===== config.mk =====
export PLATFORM = sky130hd
export DESIGN_NAME = loadreg_write_arbiter
export DESIGN_NICKNAME = d
export VERILOG_FILES = /design/src/rtl/ldarb_pkg.sv /design/src/rtl/loadreg_write_arbiter_rr_priority_pick.sv /design/src/rtl/loadreg_write_arbiter.sv
export SDC_FILE = /design/constraint.sdc
export NUM_CORES = 1
export LEC_CHECK = 0
export BUFFER_PORTS_ARGS = -buffer_cell sky130_fd_sc_hd__buf_2
export CAP_MARGIN = 0
export CORE_ASPECT_RATIO = 0.8
export CORE_MARGIN = 1.5
export CORE_UTILIZATION = 35
export CTS_CLUSTER_DIAMETER = 200
export DETAILED_ROUTE_END_ITERATION = 10
export MAX_ROUTING_LAYER = met4
export PLACE_DENSITY = 0.74
export SLEW_MARGIN = 20
export SYNTH_ARGS = -nofsm -noshare
export SYNTH_HDL_FRONTEND = slang
export SYNTH_SLANG_ARGS = --single-unit

===== constraint.sdc =====
create_clock -name clk -period 2.8 [get_ports clk]
set_input_delay 0.14 -clock clk [delete_from_list [all_inputs] [get_ports clk]]
set_output_delay 0.14 -clock clk [all_outputs]
set_load 0.05 [all_outputs]

===== src/rtl/ldarb_pkg.sv =====
// Shared defaults and FSM state encoding for the load-register write arbiter.
package ldarb_pkg;

  localparam int unsigned N_DEF     = 4;
  localparam int unsigned DEPTH_DEF = 8;
  localparam int unsigned AW_DEF    = 3;
  localparam int unsigned DW_DEF    = 32;

  // IDLE: no grant issued this cycle; ISSUE: a grant is on the outputs this cycle.
  typedef enum logic {
    IDLE  = 1'b0,
    ISSUE = 1'b1
  } arb_state_t;

endpackage


===== src/rtl/loadreg_write_arbiter_rr_priority_pick.sv =====
// Combinational round-robin picker: first set req bit at or after ptr, wrapping.
module rr_priority_pick #(
  parameter int unsigned N  = 4,
  parameter int unsigned IW = 2
) (
  input  logic [N-1:0]  req,
  input  logic [IW-1:0] ptr,
  output logic [N-1:0]  pick,
  output logic [IW-1:0] idx,
  output logic          any
);

  // Scan priorities ptr, ptr+1, ... and take the first requester found
  always_comb begin
    int unsigned pos;
    pick = '0;
    idx  = '0;
    any  = 1'b0;
    pos  = 0;
    for (int unsigned k = 0; k < N; k++) begin
      pos = 32'(ptr) + k;
      if (pos >= N) pos = pos - N;
      for (int unsigned j = 0; j < N; j++) begin
        if (!any && req[j] && (j == pos)) begin
          pick[j] = 1'b1;
          idx     = IW'(j);
          any     = 1'b1;
        end
      end
    end
  end

endmodule


===== src/rtl/loadreg_write_arbiter.sv =====
// Round-robin write arbiter sharing one load-register bank between N requesters.
module loadreg_write_arbiter
  import ldarb_pkg::*;
#(
  parameter int unsigned N     = N_DEF,
  parameter int unsigned DEPTH = DEPTH_DEF,
  parameter int unsigned AW    = AW_DEF,
  parameter int unsigned DW    = DW_DEF
) (
  input  logic              clk,
  input  logic              rst_n,
  input  logic [N-1:0]      req,
  input  logic [N*AW-1:0]   addr,
  input  logic [N*DW-1:0]   data,
  output logic [N-1:0]      gnt,
  output logic [DEPTH-1:0]  ld_en,
  output logic [DW-1:0]     ld_data,
  output logic              err,
  output logic              busy
);

  localparam int unsigned IW = (N > 1) ? $clog2(N) : 1;

  arb_state_t          state, next_state;
  logic [IW-1:0]       ptr;
  logic [N-1:0]        gnt_q;
  logic [DEPTH-1:0]    ld_en_q;
  logic [DW-1:0]       ld_data_q;
  logic                err_q;

  logic [N-1:0]        req_masked;
  logic [N-1:0]        pick;
  logic [IW-1:0]       pick_idx;
  logic                pick_any;
  logic [AW-1:0]       sel_addr;
  logic [DW-1:0]       sel_data;
  logic [DEPTH-1:0]    dec_en;
  logic                dec_err;

  // The requester being granted this cycle may still hold req; keep it out of this round
  assign req_masked = req & ~gnt;

  rr_priority_pick #(
    .N  (N),
    .IW (IW)
  ) u_pick (
    .req  (req_masked),
    .ptr  (ptr),
    .pick (pick),
    .idx  (pick_idx),
    .any  (pick_any)
  );

  // One-hot mux of the winner's address and data
  always_comb begin
    sel_addr = '0;
    sel_data = '0;
    for (int unsigned i = 0; i < N; i++) begin
      sel_addr = sel_addr | (addr[i*AW +: AW] & {AW{pick[i]}});
      sel_data = sel_data | (data[i*DW +: DW] & {DW{pick[i]}});
    end
  end

  // Address decode; addresses beyond the bank raise err instead of a load enable
  always_comb begin
    dec_err = !(32'(sel_addr) < DEPTH);
    dec_en  = '0;
    for (int unsigned k = 0; k < DEPTH; k++) begin
      dec_en[k] = (32'(sel_addr) == k);
    end
  end

  // FSM state register
  always_ff @(posedge clk or negedge rst_n) begin
    if (!rst_n) state <= IDLE;
    else        state <= next_state;
  end

  // FSM next state: issue whenever an unmasked request is pending
  always_comb begin
    next_state = state;
    unique case (state)
      IDLE:    next_state = pick_any ? ISSUE : IDLE;
      ISSUE:   next_state = pick_any ? ISSUE : IDLE;
      default: next_state = IDLE;
    endcase
  end

  // Registered grant, decode, data and round-robin pointer
  always_ff @(posedge clk or negedge rst_n) begin
    if (!rst_n) begin
      ptr       <= '0;
      gnt_q     <= '0;
      ld_en_q   <= '0;
      err_q     <= 1'b0;
      ld_data_q <= '0;
    end else begin
      gnt_q   <= pick_any ? pick : '0;
      ld_en_q <= (pick_any && !dec_err) ? dec_en : '0;
      err_q   <= pick_any && dec_err;
      if (pick_any) begin
        ld_data_q <= sel_data;
        ptr       <= (pick_idx == IW'(N - 1)) ? '0 : pick_idx + 1'b1;
      end
    end
  end

  // FSM outputs: strobes only in ISSUE; busy is forced low while reset is asserted
  always_comb begin
    gnt     = (state == ISSUE) ? gnt_q   : '0;
    ld_en   = (state == ISSUE) ? ld_en_q : '0;
    err     = (state == ISSUE) ? err_q   : 1'b0;
    ld_data = ld_data_q;
    busy    = rst_n && ((|req) || (state == ISSUE));
  end

endmodule

==> flow_summary.json <==
{
  "cp.required_ps": 3000,
  "synth_top_area_cell": "dfrtp_1",
  "rsz0062_at_grt": "no",
  "reg2reg_slack_ps": 470,
  "ctsHoldBuffers": 1,
  "cpPeakStageDelay_ps": 560,
  "worstPathArrival_ps": 2520,
  "fin_tns_setup_ps": 0,
  "worstSetupStartpointType": "register",
  "cp_top_family": "compound AO/OA/AOI/OAI gates",
  "ys_seq_area_frac": 0.453,
  "grt_usage": 0.223,
  "setup_viol": 0,
  "num_vias": 2995,
  "post_cts_resized": 0,
  "cts-root-buf": "clkbuf_8",
  "syn_inst": 256,
  "final_nets": 591,
  "htreeDepth": 2,
  "cts_buffer_depth": 2,
  "worst-path-buf-inv": 0,
  "leakage_nw": 2.01,
  "dp_hpwl_um": 6980,
  "cts_setup_buffers": 0,
  "area_delta_synth_final_pct": 45.5,
  "fin_crit_sh": 0.831,
  "layout-drive-gt1-share": 0.500,
  "cts_tree": "built",
  "antenna_found_initial": 0,
  "die_h_um": 80.0,
  "start_util": 0.369,
  "rows": 27,
  "gp_congestion": 0.996,
  "crit_path_cell_trace": "a21bo_2 -> a21oi_1 -> nor3b_1 -> a221o_1 -> a221o_2 -> nor4_2",
  "fin_crit_ps": 2330,
  "fillCellCount": 665,
  "met2_usage": 0.374,
  "overflow": 0,
  "coreArea_um2": 7030,
  "ant_nets": 0,
  "diodes": 0,
  "max_slew_margin": 0.610,
  "fmax_mhz": 430,
  "p_per_area_nw_per_um2": 1200,
  "fp.dieW_um": 99.2,
  "cts.sinks": 47,
  "drv_cap": 0,
  "boundaryPins": 192,
  "synth_seq_cells": 47,
  "cp_slowest_cell": "dfrtp_1",
  "wl_per_cell_um": 16.8,
  "vdd_ir_drop_max_mv": 0.521,
  "grt_busiest_layer": "met2",
  "crit_path_end_kind": "register",
  "syn_avg_cell_area_um2": 10.1,
  "port_buffers": 190,
  "drtIter0Drc": 184,
  "ys_types": 47,
  "met3_usage": 0.0447,
  "clock_latency_ps": 290,
  "synth_area_um2": 2590,
  "finalPower_w": 0.00453,
  "synthArstFlopShare": 1.00,
  "cts_buffers": 5,
  "syn-num-nets": 402,
  "drt_pass1_iterations": 6,
  "synth.most_common_cell": "dfrtp_1",
  "synth_edf_count": 0,
  "grt_max_degree": 48,
  "worst_slew_pin_slew_ps": 585,
  "path_max_fanout": 20,
  "grt_pass1_wl_um": 13700,
  "clkTransAtPathRegs_ps": 80,
  "status": "completed",
  "hold_viol": 0,
  "drc": 0,
  "synthTopCellsByArea": "dfrtp_1 (45%), a222oi_1 (12%), a22oi_1 (9.6%)",
  "criticalPathCategory": "reg -> reg",
  "grt_pass1_vias": 2730,
  "grt_util_met1": 0.285,
  "min_path_type": "in -> reg",
  "wl_um": 8930,
  "ys_warn_count": 0,
  "netlist_top_cells_count": "dfrtp_1 (47), a22oi_1 (33), nand2_1 (33)",
  "synth-main-ff-cell": "dfrtp_1",
  "report.final.slew_viol_count": 0,
  "fin_skew_ps": 4.30,
  "dieArea_um2": 7940,
  "viasPerCell": 5.62,
  "synth_top_area_frac": 0.453
}
## placed cells by master (no fill, tap or decap), types with 4 or more instances in the layout
cell	n
buf_2	190
dfrtp_1	47
nand2_1	33
a22oi_1	33
a222oi_1	32
and2_1	13
buf_4	12
nand2b_1	6
nand3_1	6
inv_1	6
clkbuf_8	6
a21oi_1	5
nor2_1	5
o21bai_1	4
a221o_1	4
## final cells by class
cell class | count | area (um2) | share of cell area
well taps | 87 | 109 | 0.0288
clock buffers | 7 | 86.3 | 0.0229
inverters | 7 | 26.3 | 0.00696
repair buffers | 203 | 1050 | 0.279
flip-flops and latches | 47 | 1180 | 0.312
multi-input cells | 181 | 1320 | 0.349
clock inverters | 1 | 8.76 | 0.00232
## metrics by stage
step | cells | hold slack, ps | util | area (um2) | setup slack, ps
final | 533 | 52.5 | 0.537 | 3770 | 473
after global routing | 533 | 34.2 | 0.537 | 3770 | 264
after CTS | 533 | 42.2 | 0.537 | 3770 | 494
after detailed placement | 524 | 288 | 0.522 | 3670 | 493
after global placement | 524 | 281 | 0.522 | 3670 | 542
after floorplan | 256 | -156 | - | 2590 | 625
## kinds of logic (layout without fill, tap and decap cells)
family / after synthesis / count (layout) / share of synthesized area
AND/OR/NAND/NOR: 78 / 78 / 0.162
buffers and inverters: 28 / 218 / 0.0473
flip-flops: 47 / 47 / 0.453
other: 1 / 1 / 0.00145
AO/OA/AOI/OAI: 102 / 102 / 0.336
## registers in the layout, indices dropped and copies added (netlist names)
name / cells
gnt_q: 4
ptr: 2
state: 1
ld_en_q: 8
ld_data: 32
## where the power goes
part / leakage [nW] / switching (W) / internal [W]
clock: 0.0484 / 0.000217 / 0.000202
combinational: 1.38 / 0.00201 / 0.000882
sequential: 0.586 / 0.000222 / 0.000992
## worst reg2reg max path, delay by kind of cell, from the launching register on
family,cells,cell delay (ps)
AO/OA/AOI/OAI,4,1300
flip-flops,1,560
AND/OR/NAND/NOR,2,390
## worst paths after layout
kind | from | endpoint | cells after the start
setup reg to reg | state | ld_en_q[0] | 6
setup / recovery | state | ld_en_q[0] | 6
max in group asynchronous | rst_n | ptr[1] | 3
min in group asynchronous | rst_n | gnt_q[2] | 3
hold / removal | data[39] | ld_data[7] | 3
hold reg to reg | ld_data[19] | ld_data[19] | 2
## routing by layer
metal / vias to the layer above / part of all wire / wire [um]
met5: - / 0 / 0
met1: 1399 / 0.41 / 3650
li1: 1402 / - / -
met3: 6 / 0.10 / 895
met4: 0 / 0.0047 / 42
met2: 188 / 0.49 / 4340
No activity file was read; power rests on OpenSTA's default activity.
